<file path="src/rtl/thunderbird_monitor.sv">
// Receive-side decoder/checker for the six Thunderbird taillight lamps.
// Rebuilds the requested mode, flags illegal patterns/transitions and counts completed sequences.
module thunderbird_monitor #(
  parameter int HOLD_CYCLES = 1,
  parameter int CNT_W       = 8
) (
  input  logic             clk,
  input  logic             reset,
  input  logic             Lc,
  input  logic             Lb,
  input  logic             La,
  input  logic             Ra,
  input  logic             Rb,
  input  logic             Rc,
  output logic [1:0]       mode,
  output logic             active,
  output logic             err,
  output logic             err_sticky,
  output logic [CNT_W-1:0] seq_cnt
);

  localparam int HW = $clog2(HOLD_CYCLES + 2);
  localparam logic [HW-1:0] HOLD_MAX = HW'(HOLD_CYCLES);
  localparam logic [HW-1:0] HOLD_SAT = HW'(HOLD_CYCLES + 1);
  localparam logic [HW-1:0] HW_ONE   = HW'(1);

  typedef enum logic [3:0] {
    ST_IDLE, ST_L1, ST_L2, ST_L3, ST_R1, ST_R2, ST_R3, ST_ALL, ST_RESYNC
  } state_t;

  state_t           state_r, state_n, pat_s;
  logic [HW-1:0]    hold_r, hold_n, off_r, off_n;
  logic [1:0]       mode_r, mode_n;
  logic             active_r, active_n, err_r, err_n, sticky_r, sticky_n;
  logic [CNT_W-1:0] cnt_r, cnt_n;
  logic [5:0]       p_s;
  logic             valid_s, is_off_s, trans_ok_s, repeat_s, bad_s;

  // Pattern decode: OFF maps onto the IDLE state
  always_comb begin
    p_s      = {Lc, Lb, La, Ra, Rb, Rc};
    pat_s    = ST_IDLE;
    valid_s  = 1'b1;
    is_off_s = (p_s == 6'b000000);
    case (p_s)
      6'b000000: pat_s = ST_IDLE;
      6'b001000: pat_s = ST_L1;
      6'b011000: pat_s = ST_L2;
      6'b111000: pat_s = ST_L3;
      6'b000100: pat_s = ST_R1;
      6'b000110: pat_s = ST_R2;
      6'b000111: pat_s = ST_R3;
      6'b111111: pat_s = ST_ALL;
      default:   valid_s = 1'b0;
    endcase
  end

  // Legal sequencing table; hazard may pre-empt any running pattern
  always_comb begin
    trans_ok_s = 1'b0;
    case (state_r)
      ST_IDLE: trans_ok_s = (pat_s == ST_IDLE) || (pat_s == ST_L1) ||
                            (pat_s == ST_R1) || (pat_s == ST_ALL);
      ST_L1:   trans_ok_s = (pat_s == ST_L2) || (pat_s == ST_ALL);
      ST_L2:   trans_ok_s = (pat_s == ST_L3) || (pat_s == ST_ALL);
      ST_L3:   trans_ok_s = (pat_s == ST_IDLE) || (pat_s == ST_ALL);
      ST_R1:   trans_ok_s = (pat_s == ST_R2) || (pat_s == ST_ALL);
      ST_R2:   trans_ok_s = (pat_s == ST_R3) || (pat_s == ST_ALL);
      ST_R3:   trans_ok_s = (pat_s == ST_IDLE) || (pat_s == ST_ALL);
      ST_ALL:  trans_ok_s = (pat_s == ST_IDLE);
      default: trans_ok_s = 1'b0;
    endcase
  end

  // Next-state, hold/off counting, error and status outputs
  always_comb begin
    state_n  = state_r;
    hold_n   = hold_r;
    off_n    = off_r;
    mode_n   = mode_r;
    active_n = 1'b0;
    err_n    = 1'b0;
    sticky_n = sticky_r;
    cnt_n    = cnt_r;
    repeat_s = 1'b0;
    bad_s    = 1'b0;
    if (state_r == ST_RESYNC) begin
      hold_n = {HW{1'b0}};
      off_n  = {HW{1'b0}};
      mode_n = 2'b00;
      if (is_off_s) begin
        state_n = ST_IDLE;
      end else begin
        state_n = ST_RESYNC;
      end
    end else begin
      repeat_s = valid_s && !is_off_s && (pat_s == state_r);
      if (!valid_s) begin
        bad_s = 1'b1;
      end else if (repeat_s) begin
        bad_s = (hold_r >= HOLD_MAX);
      end else if ((state_r != ST_IDLE) && (hold_r < HOLD_MAX)) begin
        bad_s = 1'b1;
      end else begin
        bad_s = !trans_ok_s;
      end

      if (bad_s) begin
        err_n    = 1'b1;
        sticky_n = 1'b1;
        mode_n   = 2'b00;
        hold_n   = {HW{1'b0}};
        off_n    = {HW{1'b0}};
        state_n  = is_off_s ? ST_IDLE : ST_RESYNC;
      end else begin
        state_n  = pat_s;
        active_n = !is_off_s;
        if (is_off_s) begin
          hold_n = {HW{1'b0}};
          off_n  = (off_r == HOLD_SAT) ? off_r : off_r + HW_ONE;
        end else begin
          hold_n = repeat_s ? hold_r + HW_ONE : HW_ONE;
          off_n  = {HW{1'b0}};
        end
        case (pat_s)
          ST_L1:   mode_n = 2'b01;
          ST_R1:   mode_n = 2'b10;
          ST_ALL:  mode_n = 2'b11;
          default: mode_n = mode_r;
        endcase
        if (is_off_s && (off_n > HOLD_MAX)) begin
          mode_n = 2'b00;
        end else begin
          mode_n = mode_n;
        end
        // A sequence completes on a legal return to OFF from a terminal pattern
        if (is_off_s && ((state_r == ST_L3) || (state_r == ST_R3) || (state_r == ST_ALL)) &&
            (cnt_r != {CNT_W{1'b1}})) begin
          cnt_n = cnt_r + {{(CNT_W-1){1'b0}}, 1'b1};
        end else begin
          cnt_n = cnt_r;
        end
      end
    end
  end

  // State and registered outputs
  always_ff @(posedge clk) begin
    if (reset) begin
      state_r  <= ST_IDLE;
      hold_r   <= {HW{1'b0}};
      off_r    <= {HW{1'b0}};
      mode_r   <= 2'b00;
      active_r <= 1'b0;
      err_r    <= 1'b0;
      sticky_r <= 1'b0;
      cnt_r    <= {CNT_W{1'b0}};
    end else begin
      state_r  <= state_n;
      hold_r   <= hold_n;
      off_r    <= off_n;
      mode_r   <= mode_n;
      active_r <= active_n;
      err_r    <= err_n;
      sticky_r <= sticky_n;
      cnt_r    <= cnt_n;
    end
  end

  assign mode       = mode_r;
  assign active     = active_r;
  assign err        = err_r;
  assign err_sticky = sticky_r;
  assign seq_cnt    = cnt_r;

endmodule

</file>
<file path="config.mk">
export PLATFORM = sky130hd
export DESIGN_NAME = thunderbird_monitor
export DESIGN_NICKNAME = d
export VERILOG_FILES = /design/src/rtl/thunderbird_monitor.sv
export SDC_FILE = /design/constraint.sdc
export NUM_CORES = 1
export LEC_CHECK = 0
export ABC_AREA = 1
export CORE_ASPECT_RATIO = 1.2
export CORE_UTILIZATION = 40
export CTS_CLUSTER_SIZE = 20
export DETAILED_ROUTE_END_ITERATION = 7
export HOLD_SLACK_MARGIN = 0.02
export PLACE_DENSITY = 0.58
export SLEW_MARGIN = 40
export SYNTH_ARGS = -nofsm -noshare
export SYNTH_HDL_FRONTEND = slang
export SYNTH_SLANG_ARGS = --single-unit
</file>
<file path="constraint.sdc">
create_clock -name clk -period 2.9 [get_ports clk]
set_clock_uncertainty 0.1 [all_clocks]
set_input_delay 0.58 -clock clk [delete_from_list [all_inputs] [get_ports clk]]
set_output_delay 0.58 -clock clk [all_outputs]
set_load 0.01 [all_outputs]
</file>
==> impl_metrics.sql <==
INSERT INTO impl_metrics (metric_group, metric, value, unit) VALUES
('critical_path', 'worst_r2r_endpoint', 'seq_cnt[1]', ''),
('logic_synthesis', 'syn_area', '1378', 'µm²'),
('pwr', 'report.power.total', '0.5951', 'mW'),
('critical_path', 'cpMaxStageDelayCell', 'clkdlybuf4s50_1', ''),
('critical_path', 'cp_slowest_stage_delay', '0.56', 'ns'),
('finish', 'stdcell_area', '1689', 'µm²'),
('placed_design', 'dp.final_hpwl', '2426', 'µm'),
('clock_network', 'postCtsResizedCells', '0', ''),
('global_routing', 'grt_first_pass_wirelength', '4947', 'µm'),
('global_routing', 'first_global_vias', '1153', ''),
('logic_synthesis', 'synth.area.top_cells', 'dfxtp_1 31%, nand2_1 13%, nor2_1 5.4%, inv_1 5.2%, nand2_4 4.1%', ''),
('sta', 'finalHoldViolations', '0', ''),
('die', 'std_cell_rows', '23', ''),
('worst_hold_path', 'min_from', 'err_sticky', ''),
('global_routing', 'grt_antenna_before_repair', '0', ''),
('drt', 'post_route_drc_violation_count', '0', ''),
('finish', 'final_core_utilization', '51.04', '%'),
('drt', 'drt_pre_antenna_iters', '4', ''),
('sta', 'finalSetupViolCount', '0', ''),
('logic_synthesis', 'synth_sequential_area_ratio', '30.52', '%'),
('logic_synthesis', 'synth-async-reset-ratio', '0', '%'),
('clock_network', 'cts.sink_count', '21', ''),
('critical_path', 'cp_cell_sequence', 'clkdlybuf4s50_1 -> nand2_1 -> inv_2 -> nand2_2 -> nand2_2 -> nand2_4 -> nand2_4 -> nand2_1 -> a21oi_2 -> nand4_4 -> nor2_2 -> nor2_4 -> nand2_4 -> nor2_4 -> inv_2 -> nor2_1', ''),
('logic_synthesis', 'yosys_warnings', '0', ''),
('critical_path', 'timing.critical_path.arrival', '2.67', 'ns'),
('finish', 'layout.filler_cells', '332', ''),
('status', 'run_status', 'complete, no violations', ''),
('drt', 'antenna_violating_nets_post_route', '0', ''),
('finish', 'layout.nets', '230', ''),
('drt', 'detail_route.wirelength', '2988', 'µm'),
('logic_synthesis', 'synth_enable_flop_cells', '0', ''),
('clock_network', 'cts.reportedPaths.clkPinSlew', '0.08', 'ns'),
('finish', 'n_antenna_cell', '0', ''),
('critical_path', 'worstRegToRegCells', '17', ''),
('die', 'die_height', '66.29', 'µm'),
('pwr', 'power_per_cell_area', '352.3', 'nW/µm²'),
('pwr', 'static-leakage-power', '0.7266', 'nW'),
('sta', 'fin_setup_tns', '0', 'ns'),
('die', 'top_level_ports', '21', ''),
('die', 'die-area', '3683', 'µm²'),
('critical_path', 'timing.reg2reg.setup_slack', '0.81', 'ns'),
('sta', 'setup_ws', '0.2900', 'ns'),
('sta', 'achievable-frequency', '383.1', 'MHz'),
('clock_network', 'numCtsBuffers', '3', ''),
('sta', 'fin_crit_sh', '90.00', '%'),
('clock_network', 'htreeDepth', '1', ''),
('placed_design', 'gp_routability_congestion', '0.7650', ''),
('critical_path', 'timing.critical_path.from_type', 'input pin', ''),
('logic_synthesis', 'post_synth_num_cell_types', '28', ''),
('finish', 'instances_no_fill', '254', ''),
('clock_network', 'post_cts_buffers', '0', ''),
('sta', 'grt_setup_unrepaired', 'no', ''),
('drt', 'drt_iter0_markers', '29', ''),
('logic_synthesis', 'yosys.area.top_type', 'dfxtp_1', ''),
('critical_path', 'worst_ep_required_time', '2.96', 'ns'),
('critical_path', 'worst_r2r_startpoint', 'state_r[1]', ''),
('clock_network', 'cts_tree', 'built', ''),
('logic_synthesis', 'yosys_register_bits', '21', ''),
('drt', 'vias_per_cell', '4.937', ''),
('worst_hold_path', 'worst_hold_path_type', 'reg -> reg', ''),
('finish', 'synthToLayoutAreaGrowth', '22.62', '%'),
('clock_network', 'clock_path_buffers', '2', ''),
('clock_network', 'cts.hold.buffers_added', '0', ''),
('placed_design', 'dp_slack', '-0.005537', 'ns'),
('worst_hold_path', 'hold-path-endpoint', 'err_sticky', ''),
('critical_path', 'crit_path_max_fanout', '8', ''),
('worst_hold_path', 'holdPathStages', '2', ''),
('die', 'dieWidth', '55.57', 'µm'),
('global_routing', 'grt.total_usage', '17.01', '%'),
('die', 'core_region_area', '3309', 'µm²'),
('drt', 'route.vias.total', '1254', '');
## placed cells by master, fill, tap and decap left out, drive strengths merged, types with 3 or more instances in the layout
cell type       n
xor2            7
clkdlybuf4s50  20
nand2          58
nand4           9
o21ai           7
ha              4
inv            25
nand3          11
clkbuf          3
buf             3
dfxtp          21
a21oi          13
nor2           30
## report_power, final
| group | leakage (nW) | switching, mW | total [mW] | internal (mW) |
|---|---|---|---|---|
| registers | 0.170 | 0.00358 | 0.298 | 0.294 |
| logic | 0.531 | 0.0601 | 0.0982 | 0.0381 |
| clock network | 0.0255 | 0.103 | 0.199 | 0.0959 |
## sequential cells by signal (all words and copies together) (netlist names)
| register | count |
|---|---|
| active | 1 |
| state_r | 4 |
| hold_r | 2 |
| mode | 2 |
| seq_cnt | 8 |
| err_sticky | 1 |
| off_r | 2 |
| err | 1 |
## critical path, delay by kind of cell
family                 cells  cell delay, ns
AO/OA/AOI/OAI              1            0.21
buffers and inverters      3            0.77
AND/OR/NAND/NOR           12            1.11
## how the worst max path moves through the flow
| stage | start | endpoint | slack [ns] | cells after the start |
|---|---|---|---|---|
| after floorplan | Rb | seq_cnt[0] | 0.76 | 13 |
| after global placement | Lb | off_r[0] | 0.04 | 14 |
| after detailed placement | Lb | off_r[0] | -0.006 | 16 |
| after CTS | Lb | off_r[0] | 0.27 | 16 |
| after global routing | Rc | seq_cnt[1] | 0.12 | 15 |
| final | Lb | off_r[0] | 0.29 | 16 |
## layer usage
layer,global-route usage [%],share of wire (%),vias to the layer above
met3,3.523,2.6,5
li1,-,-,664
met4,5.938,1.1,0
met5,0,0,-
met2,33.13,52,16
met1,17.97,44,569
## cell families (layout without fill, tap and decap cells)
logic type | count (synthesis) | in the layout | synth area share (%)
xor gates and xnor gates | 8 | 8 | 6.176
AOI/OAI and AO/OA | 22 | 22 | 9.991
and+or+nand+nor | 110 | 110 | 42.60
buffers and inverters | 26 | 52 | 7.084
DFF | 21 | 21 | 30.52
adders and majority gates | 4 | 4 | 3.633
## final cells by class
class / instances / area (µm²) / area share (%)
Sequential cell: 21 / 420.4 / 24.89
Clock inverter: 1 / 5.005 / 0.2963
Timing Repair Buffer: 23 / 222.7 / 13.19
Multi-Input combinational cell: 144 / 859.6 / 50.89
Clock buffer: 3 / 41.29 / 2.444
Tap cell: 37 / 46.29 / 2.741
Inverter: 25 / 93.84 / 5.556
## cell usage after synthesis (5+ instances only)
master / n
dfxtp_1: 21
nand2_2: 6
nand2_1: 47
nor2_2: 6
a21oi_1: 10
nand4_1: 8
xor2_1: 5
nor2_1: 20
inv_1: 19
nand2_4: 5
inv_2: 6
nand3_1: 9
(Power assumes the default switching activity.)
